$ cat config.mk
export PLATFORM = sky130hd
export DESIGN_NAME = delay_pipe
export DESIGN_NICKNAME = d
export VERILOG_FILES = /design/src/rtl/delay_pipe_pkg.sv /design/src/rtl/delay_pipe_stage.sv /design/src/rtl/delay_pipe.sv
export SDC_FILE = /design/constraint.sdc
export NUM_CORES = 1
export LEC_CHECK = 0
export ABC_CLOCK_PERIOD_IN_PS = 5500
export CORE_AREA = 2 2 39 41
export CTS_CLUSTER_DIAMETER = 150
export DETAILED_ROUTE_END_ITERATION = 10
export DIE_AREA = 0 0 41 43
export GPL_ROUTABILITY_DRIVEN = 1
export PLACE_DENSITY = 0.73
export SLEW_MARGIN = 10
export SYNTH_ARGS = -nofsm -noshare
export SYNTH_HDL_FRONTEND = slang
export SYNTH_SLANG_ARGS = --single-unit
$ cat constraint.sdc
create_clock -name clk -period 5.5 [get_ports clk]
set_input_delay 1.65 -clock clk [delete_from_list [all_inputs] [get_ports clk]]
set_output_delay 1.65 -clock clk [all_outputs]
set_load 0.01 [all_outputs]
$ cat src/rtl/delay_pipe_pkg.sv
// Shared constants and elaboration-time helpers for the delay pipeline and its neighbours.
package delay_pipe_pkg;

   // Idle value for pixel-pipeline side-band registers.
   localparam int DEFAULT_RST_VAL = 0;

   function automatic int clog2(input int n);
      int r;
      int v;
      r = 0;
      v = 1;
      while (v < n) begin
         v = v << 1;
         r++;
      end
      return r;
   endfunction

   // A tap selects 0..d inclusive, so it needs to encode d+1 values.
   function automatic int tap_width(input int d);
      int r;
      r = clog2(d + 1);
      return (r < 1) ? 1 : r;
   endfunction

   function automatic int clamp_tap(input int tap, input int d);
      return (tap > d) ? d : tap;
   endfunction

endpackage

$ cat src/rtl/delay_pipe_stage.sv
// One data+valid register of the delay pipe: async reset, synchronous flush, clock enable.
// One cycle per enabled edge; with ce low the stage holds its contents.
module delay_pipe_stage
   import delay_pipe_pkg::*;
#(
   parameter int W = 1,
   parameter logic [W-1:0] RST_VAL = W'(DEFAULT_RST_VAL)
) (
   input  logic         clk,
   input  logic         rst,
   input  logic         ce,
   input  logic         flush,
   input  logic [W-1:0] d,
   input  logic         d_vld,
   output logic [W-1:0] q,
   output logic         q_vld
);

   always_ff @(posedge clk or posedge rst) begin
      if (rst) begin
         q     <= RST_VAL;
         q_vld <= 1'b0;
      end else if (flush) begin
         q     <= RST_VAL;
         q_vld <= 1'b0;
      end else if (ce) begin
         q     <= d;
         q_vld <= d_vld;
      end
   end

endmodule

$ cat src/rtl/delay_pipe.sv
// W-bit, D-stage delay line with per-stage valid, clock enable, flush and a runtime output tap.
// Delay is min(tap,D) enabled edges; ce low stalls every stage without bubbles or drops.
module delay_pipe
   import delay_pipe_pkg::*;
#(
   parameter int W = 1,
   parameter int D = 4,
   parameter logic [W-1:0] RST_VAL = W'(DEFAULT_RST_VAL),
   localparam int TAP_W = tap_width(D)
) (
   input  logic             clk,
   input  logic             rst,
   input  logic             ce,
   input  logic             flush,
   input  logic [W-1:0]     i,
   input  logic             i_vld,
   input  logic [TAP_W-1:0] tap,
   output logic [W-1:0]     o,
   output logic             o_vld,
   output logic             primed
);

   generate
      if (D == 0) begin : g_bypass
         logic unused_ok;
         assign unused_ok = ^{clk, rst, ce, flush, tap};
         assign o      = i;
         assign o_vld  = i_vld;
         assign primed = 1'b1;
      end else begin : g_pipe
         localparam logic [TAP_W-1:0] D_MAX = TAP_W'(D);

         // Element 0 is the live input so tap 0 falls out of the same mux.
         logic [W-1:0]     dat [D+1];
         logic             vld [D+1];
         logic [TAP_W-1:0] cnt;
         logic [TAP_W-1:0] t;

         assign dat[0] = i;
         assign vld[0] = i_vld;

         for (genvar k = 0; k < D; k++) begin : g_stage
            delay_pipe_stage #(
               .W       (W),
               .RST_VAL (RST_VAL)
            ) u_stage (
               .clk   (clk),
               .rst   (rst),
               .ce    (ce),
               .flush (flush),
               .d     (dat[k]),
               .d_vld (vld[k]),
               .q     (dat[k+1]),
               .q_vld (vld[k+1])
            );
         end

         // Counts enabled shifts since reset/flush; saturates so it never wraps.
         always_ff @(posedge clk or posedge rst) begin
            if (rst) begin
               cnt <= '0;
            end else if (flush) begin
               cnt <= '0;
            end else if (ce && (cnt != D_MAX)) begin
               cnt <= cnt + 1'b1;
            end
         end

         assign t      = TAP_W'(clamp_tap(int'(tap), D));
         assign o      = dat[t];
         assign o_vld  = vld[t];
         assign primed = (cnt >= t);
      end
   endgenerate

endmodule

# ---- After elaboration in Yosys (flattened, before gate mapping)
# Index checks and enable logic that the tools add are counted.
dict set report word_totals {
  regBits 11
  inputBits 9
  output_inout_bits 3
  word_cells 43
}
dict set report op_classes {
  n_addsub 1
  order_cmp 3
  n_eq_ne 1
  n_mux 25
  bitwise 1
  n_reduce_logical 3
}
# cell n
set ops {}
lappend ops {{$mux 1} 20}
lappend ops {{$mux 3} 3}
lappend ops {{$bmux 1 s3} 2}
lappend ops {{$ge 4x4->1 const B} 1}
lappend ops {{$not 3->4} 1}
lappend ops {{$reduce_bool 2->1} 2}
lappend ops {{$add 3x1->3 const B} 1}
lappend ops {{$ge 3x3->1} 1}
lappend ops {{$gt 3x3->1 const B} 1}
lappend ops {{$ne 3x3->1 const B} 1}
lappend ops {{$logic_and 1x1->1} 1}

# ---- Logic depth before layout (Yosys ltp)
dict set report logic_depth {
  word_depth 6
  ltp_mapped 5
  depth_no_buf 5
}

# ---- Cells and area by module
# From an unflattened synthesis, not the netlist that was laid out.
dict set report hier_totals {
  cells_unflattened 63
  area_unflattened_um2 650.6
}
# mod n_inst cells_per_inst area_each_um2 seq_area_each_um2
set by_module_without_submodules {}
lappend by_module_without_submodules {delay_pipe 1 35 325.3 75.1}
lappend by_module_without_submodules {delay_pipe_stage 4 7 81.3 50.0}

# ---- Worst setup path before layout
# No wires, ideal clock.
dict set report synth_path {
  kind {input to output}
  from {in tap[0]}
  to {out primed}
  arrival_time_ns 2.516
  required_time_ns 3.850
  slack_ns 1.334
  stages 5
  n_path_buf 0
  path_cell_list {nor2b_4 -> ha_1 -> nand2b_1 -> a21o_1 -> a21o_1}
}
dict set report synth_via {
  elab_chain_cells 3
}
# item line_no
set synth_lines {}
lappend synth_lines {{from (decl)} delay_pipe.sv:17} ;# input logic [TAP_W-1:0] tap,
lappend synth_lines {{$gt 3x3->1} delay_pipe_pkg.sv:27} ;# return (tap > d) ? d : tap;
lappend synth_lines {{$mux 3 (*)} delay_pipe_pkg.sv:27}
lappend synth_lines {{$ge 3x3->1 (*)} delay_pipe.sv:72} ;# assign primed = (cnt >= t);
lappend synth_lines {{to (decl)} delay_pipe.sv:20} ;# output logic primed
# Every way passes the cells marked *; elsewhere a longest branch is shown, timed or not.

# ---- Final worst setup path
# Same ends and word-level chain as after synthesis.

==> flow_summary.json <==
{
  "status": "finished, final reports clean",
  "yosysSeqAreaShare": 0.427,
  "hp-class": "flip-flop to flip-flop",
  "ctsHoldBuffers": 0,
  "yosysMostFrequentCell": "mux2i_1",
  "synth_commonest_cells": "mux2i_1 (13), dfrtp_1 (11), nor2_1 (11)",
  "yosysWarnings": 0,
  "portBuffers": 11,
  "fillers": 123,
  "initial_core_util": 0.466,
  "async_flop_share": 1.00,
  "worstMarginPinSlew_ns": 0.557,
  "crit_path_start_kind": "input port",
  "synthesis.area_um2": 644,
  "clkTransAtPathRegs_ns": 0.06,
  "vias": 460,
  "antenna_found_initial": 0,
  "grt.busiest_layer": "met2",
  "drtPass1Iterations": 5,
  "crit_path_end_kind": "output port",
  "grt_overflow": 0,
  "cts.repair.resized": 0,
  "cts.path.max_buffers": 2,
  "die_x_um": 41,
  "clock_sinks": 11,
  "worstPathArrival_ns": 3.57,
  "fp-row-count": 14,
  "fin_setup_tns_ns": 0,
  "required_ns": 3.85,
  "clkLatencyLatePin_ns": 0.27,
  "fin_crit_sh": 0.950,
  "layout.cells.non_filler": 90,
  "gp_congestion": 0.722,
  "routed_via_density": 5.11,
  "worst_clock_skew_ns": 0.00797,
  "htree_levels": 1,
  "rrSetupSlack_ns": 4.19,
  "post-place-cells": 86,
  "drv_cap": 0,
  "cts_root_buffer": "clkbuf_4",
  "grt_pass1_wl_mm": 1.86,
  "postRouteAntennaNets": 0,
  "grtUsageTotal": 0.163,
  "synth_area_per_cell_um2": 10.6,
  "routed_wl_mm": 1.07,
  "netlist_instances": 61,
  "post-cts-setup-buffers": 0,
  "final.min_clock_period_ns": 5.22,
  "drtIter0Drc": 8,
  "worst_slack_ns": 0.278,
  "met2_usage": 0.244,
  "drive_gt1_frac": 0.0811,
  "remaining_drc_errors": 0,
  "p_leak_nw": 0.401,
  "worstPathMaxFanout": 3,
  "ys_types": 17,
  "cts_tree": "yes",
  "grt_pass1_vias": 461,
  "hold_ws_ns": 0.528,
  "synthesis.nets": 75,
  "yosysTopAreaCell": "dfrtp_1",
  "setup_viol": 0,
  "critPathKind": "input port to output port",
  "powerDensity_nw_per_um2": 222,
  "fin_util": 0.573,
  "synth_ff_type": "dfrtp_1",
  "slew_violations": 0,
  "core-area_um2": 1380,
  "synth_area_leaders": "dfrtp_1 (43%), mux2i_1 (20%), ha_1 (9.7%)",
  "layout.nets": 89,
  "numCtsBuffers": 3,
  "gr-usage-met1": 0.185,
  "synth.top_cell.area_share": 0.427,
  "pre_cts_ws_ns": 0.274,
  "post_drt_wl_per_cell_um": 11.8,
  "rsz0062_at_grt": "false",
  "fmax_mhz": 191,
  "grt_max_degree": 12,
  "slew_headroom": 0.627,
  "ir_drop_mv": 0.134,
  "die_h_um": 43,
  "dp_hpwl_um": 857,
  "design.die.area_um2": 1760,
  "syn2layout_area_growth_pct": 23.1,
  "hold_viol_final": 0,
  "ys_ff_latch": 11,
  "grtUsageMet3": 0.0471,
  "synth_edf_count": 0,
  "antenna_cells": 0,
  "ios": 12
}
==> sequential cells by signal, summed over array words and instances (netlist names) <==
register                      cells
g_pipe.g_stage.u_stage.q          4
g_pipe.g_stage.u_stage.q_vld      4
g_pipe.cnt                        3
==> through the flow <==
step,total power [mW],instance area (µm²)
6_report,0.176,793
5_1_grt,0.189,793
4_1_cts,0.179,793
3_5_place_dp,0.125,766
3_3_place_gp,0.125,766
2_1_floorplan,0.110,644
==> per-layer routing <==
metal,share of wire,vias up,wire [µm]
met3,0.021,2,22
met1,0.44,219,471
met5,0,-,0
met2,0.52,6,552
met4,0.018,0,19
li1,-,233,-
==> layout by cell type (no fill, tap or decap), types with 2 or more instances in the layout <==
cell type        Yosys  routed
dfrtp_1             11      11
nor2_1              11      11
ha_1                 5       5
inv_1                7       7
a222oi_1             2       2
clkdlybuf4s50_1      0      11
mux2i_1             13      13
clkbuf_4             0       3
a21o_1               2       2
==> worst paths after layout <==
path / from / endpoint / depth (start not counted)
max: tap[0] / primed / 7
min: g_pipe.g_stage[3].u_stage.q / g_pipe.g_stage[3].u_stage.q / 2
max reg2reg: g_pipe.cnt[0] / g_pipe.cnt[1] / 5
min reg2reg: g_pipe.g_stage[3].u_stage.q / g_pipe.g_stage[3].u_stage.q / 2
max in group asynchronous: rst / g_pipe.g_stage[2].u_stage.q / 2
min in group asynchronous: rst / g_pipe.g_stage[2].u_stage.q_vld / 2
==> final cells by class <==
| cell class | instances | area (µm²) | area share |
|---|---|---|---|
| Clock buffer | 3 | 22.5 | 0.0284 |
| Timing Repair Buffer | 11 | 110 | 0.139 |
| Multi-Input combinational cell | 41 | 334 | 0.421 |
| Clock inverter | 1 | 5.00 | 0.00631 |
| Inverter | 7 | 26.3 | 0.0331 |
| Sequential cell | 11 | 275 | 0.347 |
| Tap cell | 16 | 20.0 | 0.0252 |
==> logic make-up (layout without fill, tap and decap cells) <==
family | after synthesis | after routing | share of synthesized area
multiplexers | 13 | 13 | 0.202
adder cells (fa/ha/maj) | 5 | 5 | 0.0971
buffers and inverters | 9 | 22 | 0.0544
AO/OA/AOI/OAI | 6 | 6 | 0.0738
AND/OR/NAND/NOR | 16 | 16 | 0.132
XOR/XNOR | 1 | 1 | 0.0136
flip-flops | 11 | 11 | 0.427
==> where the power goes <==
part / total [mW] / internal [mW] / switching [mW]
combinational: 0.0358 / 0.0201 / 0.0158
sequential: 0.0872 / 0.0841 / 0.00310
clock: 0.0528 / 0.0269 / 0.0260
total: 0.176 / 0.131 / 0.0448
==> critical path, stage by stage <==
cell             delay, ns
clkdlybuf4s50_1       0.54
nor2b_4               0.21
ha_1                  0.24
nand2b_1              0.13
a21o_1                0.17
a21o_1                0.16
clkdlybuf4s50_1       0.46
(Power assumes the default switching activity.)
